## config.mk

```make
export PLATFORM = sky130hd
export DESIGN_NAME = rsa_modexp_ctrl
export DESIGN_NICKNAME = d
export VERILOG_FILES = /design/src/rtl/rsa_pkg.sv /design/src/rtl/rsa_modexp_ctrl_scanner.sv /design/src/rtl/rsa_modexp_ctrl.sv
export SDC_FILE = /design/constraint.sdc
export NUM_CORES = 2
export LEC_CHECK = 0
export BUFFER_PORTS_ARGS = -buffer_cell sky130_fd_sc_hd__buf_2
export CORE_AREA = 2 2 411 413
export DETAILED_ROUTE_END_ITERATION = 12
export DIE_AREA = 0 0 413 415
export MAX_ROUTING_LAYER = met4
export PLACE_DENSITY = 0.57
export SLEW_MARGIN = 20
export SYNTH_ARGS = -nofsm -noshare
export SYNTH_HDL_FRONTEND = slang
export SYNTH_HIERARCHICAL = 1
export SYNTH_SLANG_ARGS = --single-unit
```

## constraint.sdc

```tcl
create_clock -name clk -period 4.34 [get_ports clk]
set_input_delay 0.434 -clock clk [delete_from_list [all_inputs] [get_ports clk]]
set_output_delay 0.434 -clock clk [all_outputs]
set_load 0.02 [all_outputs]
```

## src/rtl/rsa_pkg.sv

```systemverilog
// Shared encodings for the modular-exponentiation sequencer: operand-mux
// selects, multiplier operand-A selects and the controller state type.
package rsa_pkg;

    localparam logic [1:0] MUX_ONE  = 2'b00;
    localparam logic [1:0] MUX_A    = 2'b01;
    localparam logic [1:0] MUX_B    = 2'b10;
    localparam logic [1:0] MUX_ZERO = 2'b11;

    localparam logic X_ACC = 1'b0;
    localparam logic X_MSG = 1'b1;

    typedef enum logic [3:0] {
        ST_IDLE,
        ST_INIT,
        ST_PRE_GO,
        ST_PRE_WAIT,
        ST_SQ_GO,
        ST_SQ_WAIT,
        ST_MUL_GO,
        ST_MUL_WAIT,
        ST_POST_GO,
        ST_POST_WAIT,
        ST_DONE
    } state_t;

endpackage

```

## src/rtl/rsa_modexp_ctrl_scanner.sv

```systemverilog
// Exponent scanner: holds the latched exponent and walks a bit index down
// from the most significant used bit to bit 0.
module rsa_exp_scanner #(
    parameter int EXP_WIDTH = 1024,
    parameter int LEN_W     = $clog2(EXP_WIDTH + 1)
) (
    input  logic                 clk,
    input  logic                 rst_n,
    input  logic                 load,
    input  logic                 step,
    input  logic [EXP_WIDTH-1:0] exp_in,
    input  logic [LEN_W-1:0]     exp_len,
    output logic                 cur_bit,
    output logic                 last_bit,
    output logic                 len_zero
);

    localparam int IDX_W = (EXP_WIDTH > 1) ? $clog2(EXP_WIDTH) : 1;
    localparam logic [LEN_W-1:0] LEN_MAX = LEN_W'(EXP_WIDTH);

    logic [EXP_WIDTH-1:0] exp_r;
    logic [LEN_W-1:0]     len_r;
    logic [LEN_W-1:0]     len_clamp;
    logic [IDX_W-1:0]     idx_load;
    logic [IDX_W-1:0]     idx_r;

    // Oversized lengths are clamped; a zero length leaves idx meaningless,
    // which is fine because the FSM skips the scan entirely when len is 0.
    assign len_clamp = (exp_len > LEN_MAX) ? LEN_MAX : exp_len;
    assign idx_load  = IDX_W'(len_clamp - LEN_W'(1));

    // Latch the exponent on load, then count the bit index down on each step.
    always_ff @(posedge clk or negedge rst_n) begin
        if (!rst_n) begin
            exp_r <= '0;
            len_r <= '0;
            idx_r <= '0;
        end else if (load) begin
            exp_r <= exp_in;
            len_r <= len_clamp;
            idx_r <= idx_load;
        end else if (step) begin
            idx_r <= idx_r - IDX_W'(1);
        end
    end

    assign cur_bit  = exp_r[idx_r];
    assign last_bit = (idx_r == '0);
    assign len_zero = (len_r == '0);

endmodule

```

## src/rtl/rsa_modexp_ctrl.sv

```systemverilog
// Left-to-right square-and-multiply sequencer for the Montgomery
// modular-exponentiation datapath. Owns only control; all wide data lives
// in the datapath.
//
// state     | meaning
// ----------+-----------------------------------------------------------
// IDLE      | waiting for start, operand mux parked on zero
// INIT      | accumulator <= R mod N, exponent and length latched
// PRE_*     | b <= MM(message, R^2): message into Montgomery domain
// SQ_*      | acc <= MM(acc, acc)
// MUL_*     | acc <= MM(acc, b), only for exponent bits that are 1
// POST_*    | acc <= MM(acc, 1): result back out of Montgomery domain
// DONE      | one-cycle completion pulse
module rsa_modexp_ctrl
    import rsa_pkg::*;
#(
    parameter int EXP_WIDTH = 1024,
    parameter int LEN_W     = $clog2(EXP_WIDTH + 1)
) (
    input  logic                 clk,
    input  logic                 rst_n,
    input  logic                 start,
    input  logic                 abort,
    input  logic [EXP_WIDTH-1:0] exp_in,
    input  logic [LEN_W-1:0]     exp_len,
    input  logic                 mm_done,
    output logic                 mm_start,
    output logic                 x_sel,
    output logic [1:0]           mux_sel,
    output logic                 acc_init,
    output logic                 acc_we,
    output logic                 b_we,
    output logic                 busy,
    output logic                 done
);

    state_t state_r;
    state_t state_nx;
    logic   scan_load;
    logic   scan_step;
    logic   cur_bit;
    logic   last_bit;
    logic   len_zero;

    rsa_exp_scanner #(
        .EXP_WIDTH (EXP_WIDTH),
        .LEN_W     (LEN_W)
    ) u_scanner (
        .clk      (clk),
        .rst_n    (rst_n),
        .load     (scan_load),
        .step     (scan_step),
        .exp_in   (exp_in),
        .exp_len  (exp_len),
        .cur_bit  (cur_bit),
        .last_bit (last_bit),
        .len_zero (len_zero)
    );

    // State register.
    always_ff @(posedge clk or negedge rst_n) begin
        if (!rst_n) begin
            state_r <= ST_IDLE;
        end else begin
            state_r <= state_nx;
        end
    end

    // Next-state decode and Moore/Mealy outputs; write strobes follow mm_done
    // combinationally so the datapath captures the result in the done cycle.
    always_comb begin
        state_nx  = state_r;
        mm_start  = 1'b0;
        x_sel     = X_ACC;
        mux_sel   = MUX_ZERO;
        acc_init  = 1'b0;
        acc_we    = 1'b0;
        b_we      = 1'b0;
        busy      = (state_r != ST_IDLE);
        done      = 1'b0;
        scan_load = 1'b0;
        scan_step = 1'b0;

        case (state_r)
            ST_IDLE: begin
                if (start && !abort) state_nx = ST_INIT;
            end
            ST_INIT: begin
                acc_init  = 1'b1;
                scan_load = 1'b1;
                state_nx  = ST_PRE_GO;
            end
            ST_PRE_GO: begin
                x_sel    = X_MSG;
                mux_sel  = MUX_B;
                mm_start = 1'b1;
                state_nx = ST_PRE_WAIT;
            end
            ST_PRE_WAIT: begin
                x_sel   = X_MSG;
                mux_sel = MUX_B;
                if (mm_done) begin
                    b_we     = 1'b1;
                    state_nx = len_zero ? ST_POST_GO : ST_SQ_GO;
                end
            end
            ST_SQ_GO: begin
                mux_sel  = MUX_A;
                mm_start = 1'b1;
                state_nx = ST_SQ_WAIT;
            end
            ST_SQ_WAIT: begin
                mux_sel = MUX_A;
                if (mm_done) begin
                    acc_we = 1'b1;
                    if (cur_bit) begin
                        state_nx = ST_MUL_GO;
                    end else if (last_bit) begin
                        state_nx = ST_POST_GO;
                    end else begin
                        scan_step = 1'b1;
                        state_nx  = ST_SQ_GO;
                    end
                end
            end
            ST_MUL_GO: begin
                mux_sel  = MUX_B;
                mm_start = 1'b1;
                state_nx = ST_MUL_WAIT;
            end
            ST_MUL_WAIT: begin
                mux_sel = MUX_B;
                if (mm_done) begin
                    acc_we = 1'b1;
                    if (last_bit) begin
                        state_nx = ST_POST_GO;
                    end else begin
                        scan_step = 1'b1;
                        state_nx  = ST_SQ_GO;
                    end
                end
            end
            ST_POST_GO: begin
                mux_sel  = MUX_ONE;
                mm_start = 1'b1;
                state_nx = ST_POST_WAIT;
            end
            ST_POST_WAIT: begin
                mux_sel = MUX_ONE;
                if (mm_done) begin
                    acc_we   = 1'b1;
                    state_nx = ST_DONE;
                end
            end
            ST_DONE: begin
                done     = 1'b1;
                state_nx = ST_IDLE;
            end
            default: begin
                state_nx = ST_IDLE;
            end
        endcase

        // Abort wins over everything: no launch, no write, no completion.
        if (abort && (state_r != ST_IDLE)) begin
            state_nx  = ST_IDLE;
            mm_start  = 1'b0;
            acc_init  = 1'b0;
            acc_we    = 1'b0;
            b_we      = 1'b0;
            done      = 1'b0;
            scan_load = 1'b0;
            scan_step = 1'b0;
        end
    end

endmodule

```

==> results.cfg <==
[status]
run_status = complete, no violations

[timing]
maxSlewViolCount = 0
min_period_ns = 4.24
fin_ws_ns = 0.0953
rsz0062_at_grt = true
setup_viol = 0
min_period_over_period_pct = 97.8
hold_violations = 0
worst_slew_pin_slew_ns = 1.21
skew_ns = 0.0409
timing.fmax_mhz = 236
slew_headroom_pct = 19.6

[logic_synthesis]
ys.flop_type = dfrtp_1
synth_top_area_share_pct = 55.0
synth_top_area_cell = dfrtp_1
syn_area_um2 = 47700
ys_types = 67
synth-edff-count = 0
netlist_instances = 3089
synth_area_leaders = dfrtp_1 (55%), mux2_2 (25%), mux4_2 (10%), mux2i_1 (2.3%), clkbuf_1 (1.2%)
syn_nets = 4130
synthArstFlopShare_pct = 100
synth_warnings = 6
syn_area_per_cell_um2 = 15.5
ys_seq_area_share_pct = 55.0
synth-seq-cells = 1049

[critical_path]
required_ns = 4.98
critPathMaxStageDelay_ns = 0.58
path_cells = buf_12, buf_16, buf_6, mux4_2, mux4_2, mux4_2, nand2_1, a21boi_1, a311oi_1, a41oi_2, nand2b_1, nand2b_1, nor3_2, inv_1, nand2_2, mux2_4
crit_fanout = 8
cp-end-kind = flop
cp_slowest_cell = mux4_2
crit_path_start_kind = flop
path_class = reg2reg
crit_family = multiplexers
worst-path-buf-inv = 4
cpMostUsedCell = mux4_2
arrival_ns = 4.88

[floorplan]
fp.dieArea_um2 = 171000
core_um2 = 167000
initial_utilization_pct = 28.6
fp.dieH_um = 415
ios = 1049
die_w_um = 413
rows = 150

[clock_network]
clock_path_buffers = 3
cts_buffers = 119
cts_root_buf = clkbuf_16
cts.sinks = 1049
insertion_delay_ns = 0.76
cts_tree = yes
htreeDepth = 3
clk_pin_slew_worst_paths_ns = 0.06

[route]
wire_per_inst_um = 26.3
drc = 0
vias = 36928
drt-initial-drc-count = 2440
antenna_left = 0
drt-total-wl_mm = 201
drtPass1Iterations = 5
drt-vias-per-instance = 4.83

[power]
p_leak_nw = 31.0
powerDensity_nw_per_um2 = 696
max-vdd-ir-drop_mv = 0.460

[final_layout]
fin_nets = 6299
area_growth_pct = 50.6
mostFrequentLayoutCells = mux2_2 (1050), buf_2 (1048), dfrtp_1 (1043)
final_common_cell = mux2_2
stdcell_area_um2 = 71900
drive_gt1_share_pct = 51.6

[hold_path]
worstHoldPathType = in2reg

[place]
place.gp.congestion = 0.868
pre_cts_ws_ns = -0.449
postPlaceCellArea_um2 = 56600
port_buffers = 1048
dp_hpwl_mm = 146

[grt]
grt_antenna_before_repair = 98
grt_use_total_pct = 23.6
grt_pass1_wl_mm = 284
grt_max_degree = 187
grt_overflow = 0
first_global_vias = 40575

[job]
max_cap_violations = 0
[kinds of logic (layout without fill, tap and decap cells)]
group                    Yosys count  count (layout)  synth area share (%)
AO/OA/AOI/OAI                    219             219                  3.17
XOR/XNOR                          11              11                 0.202
adder cells (fa/ha/maj)            1               1                0.0262
buffers and inverters            241            2509                  2.41
flip-flops                      1049            1049                  55.0
multiplexers                    1375            1375                  37.2
other                              0              92                     0
AND/OR/NAND/NOR                  193             193                  1.98
[report_power, final]
part | total, mW | leakage [nW] | switching (mW) | internal (mW)
Sequential | 18.0 | 12.4 | 3.23 | 14.8
Combinational | 21.2 | 16.5 | 9.71 | 11.5
Clock | 10.8 | 2.08 | 4.39 | 6.42
[worst paths after layout]
kind	start	endpoint	slack [ns]	depth (start not counted)
worst max-delay path	u_scanner/idx_r[0]$_DFFE_PN0P_	u_scanner/idx_r[0]$_DFFE_PN0P_	0.1	16
min in group asynchronous	rst_n	u_scanner/exp_r[9]$_DFFE_PN0P_	0.40	2
max in group asynchronous	rst_n	u_scanner/exp_r[296]$_DFFE_PN0P_	2.63	3
worst max register to register	u_scanner/idx_r[0]$_DFFE_PN0P_	u_scanner/idx_r[0]$_DFFE_PN0P_	0.1	16
worst min-delay path	exp_in[1006]	u_scanner/exp_r[1006]$_DFFE_PN0P_	0.08	2
worst min register to register	u_scanner/exp_r[446]$_DFFE_PN0P_	u_scanner/exp_r[446]$_DFFE_PN0P_	0.50	1
[repair_timing]
item,CTS,global route
buffers inserted,0,10
gates cloned,2,5
pin swaps,4,14
resized for setup,21,33
setup endpoints to repair,13,10
hold endpoints to repair,1102,0
hold buffers,1036,0
[registers in the layout, indices dropped and copies added (netlist names)]
signal	flops
state_r	4
u_scanner/exp_r	1024
u_scanner/idx_r	10
u_scanner/len_r	11
[synth_stat cells, types with 2 or more instances]
library cell	n
a2111o_1	3
a2111oi_0	5
a211oi_1	8
a21oi_1	43
a221oi_1	5
a22o_1	7
a22oi_1	23
a311oi_1	3
a31o_2	2
a31oi_1	15
a41oi_1	2
and2_1	4
and3_1	2
buf_1	8
buf_2	27
buf_4	15
buf_6	16
buf_8	3
clkbuf_1	155
dfrtp_1	1049
inv_1	14
inv_2	2
mux2_2	1051
mux2i_1	109
mux4_2	214
nand2_1	63
nand2b_1	14
nand3_1	28
nand4_1	6
nor2_1	32
nor2b_1	11
nor3_1	12
nor4_1	4
nor4b_1	3
o2111ai_1	4
o211ai_1	3
o21ai_0	36
o221ai_1	26
o22ai_1	15
o311ai_0	4
o31ai_1	3
o41ai_1	2
or3_1	5
xnor2_1	8
xor2_1	3
[stage by stage]
| step | util, % | total power [mW] | TNS [ns] | hold WS (ns) | instances |
|---|---|---|---|---|---|
| 2_1_floorplan | - | 29.4 | 0 | 0.138 | 3089 |
| 3_3_place_gp | 33.9 | 37.6 | -6.78 | 0.483 | 6288 |
| 3_5_place_dp | 33.9 | 38.0 | -4.61 | 0.490 | 6288 |
| 4_1_cts | 42.8 | 50.1 | 0 | 0.000363 | 7546 |
| 5_1_grt | 43.1 | 52.6 | -0.508 | 0.0106 | 7647 |
| 6_report | 43.1 | 50.0 | 0 | 0.0758 | 7653 |
[cell type report]
class / count / area (um^2)
Antenna cell: 92 / 230
Sequential cell: 1049 / 26300
Fill cell: 15044 / 94800
Clock buffer: 164 / 3470
Timing Repair Buffer: 2272 / 17800
Inverter: 17 / 66.3
Multi-Input combinational cell: 1799 / 20600
Tap cell: 2204 / 2760
Clock inverter: 56 / 736
[metal layers]
layer  vias up  part of all wire, %  global-route usage [%]
met3       409                  4.9                    4.13
li1      16127                    -                       -
met4         0                  4.0                    8.97
met2      1247                   49                    38.8
met1     19145                   42                    28.8
met5         -                    0                       -
(Power assumes the default switching activity.)
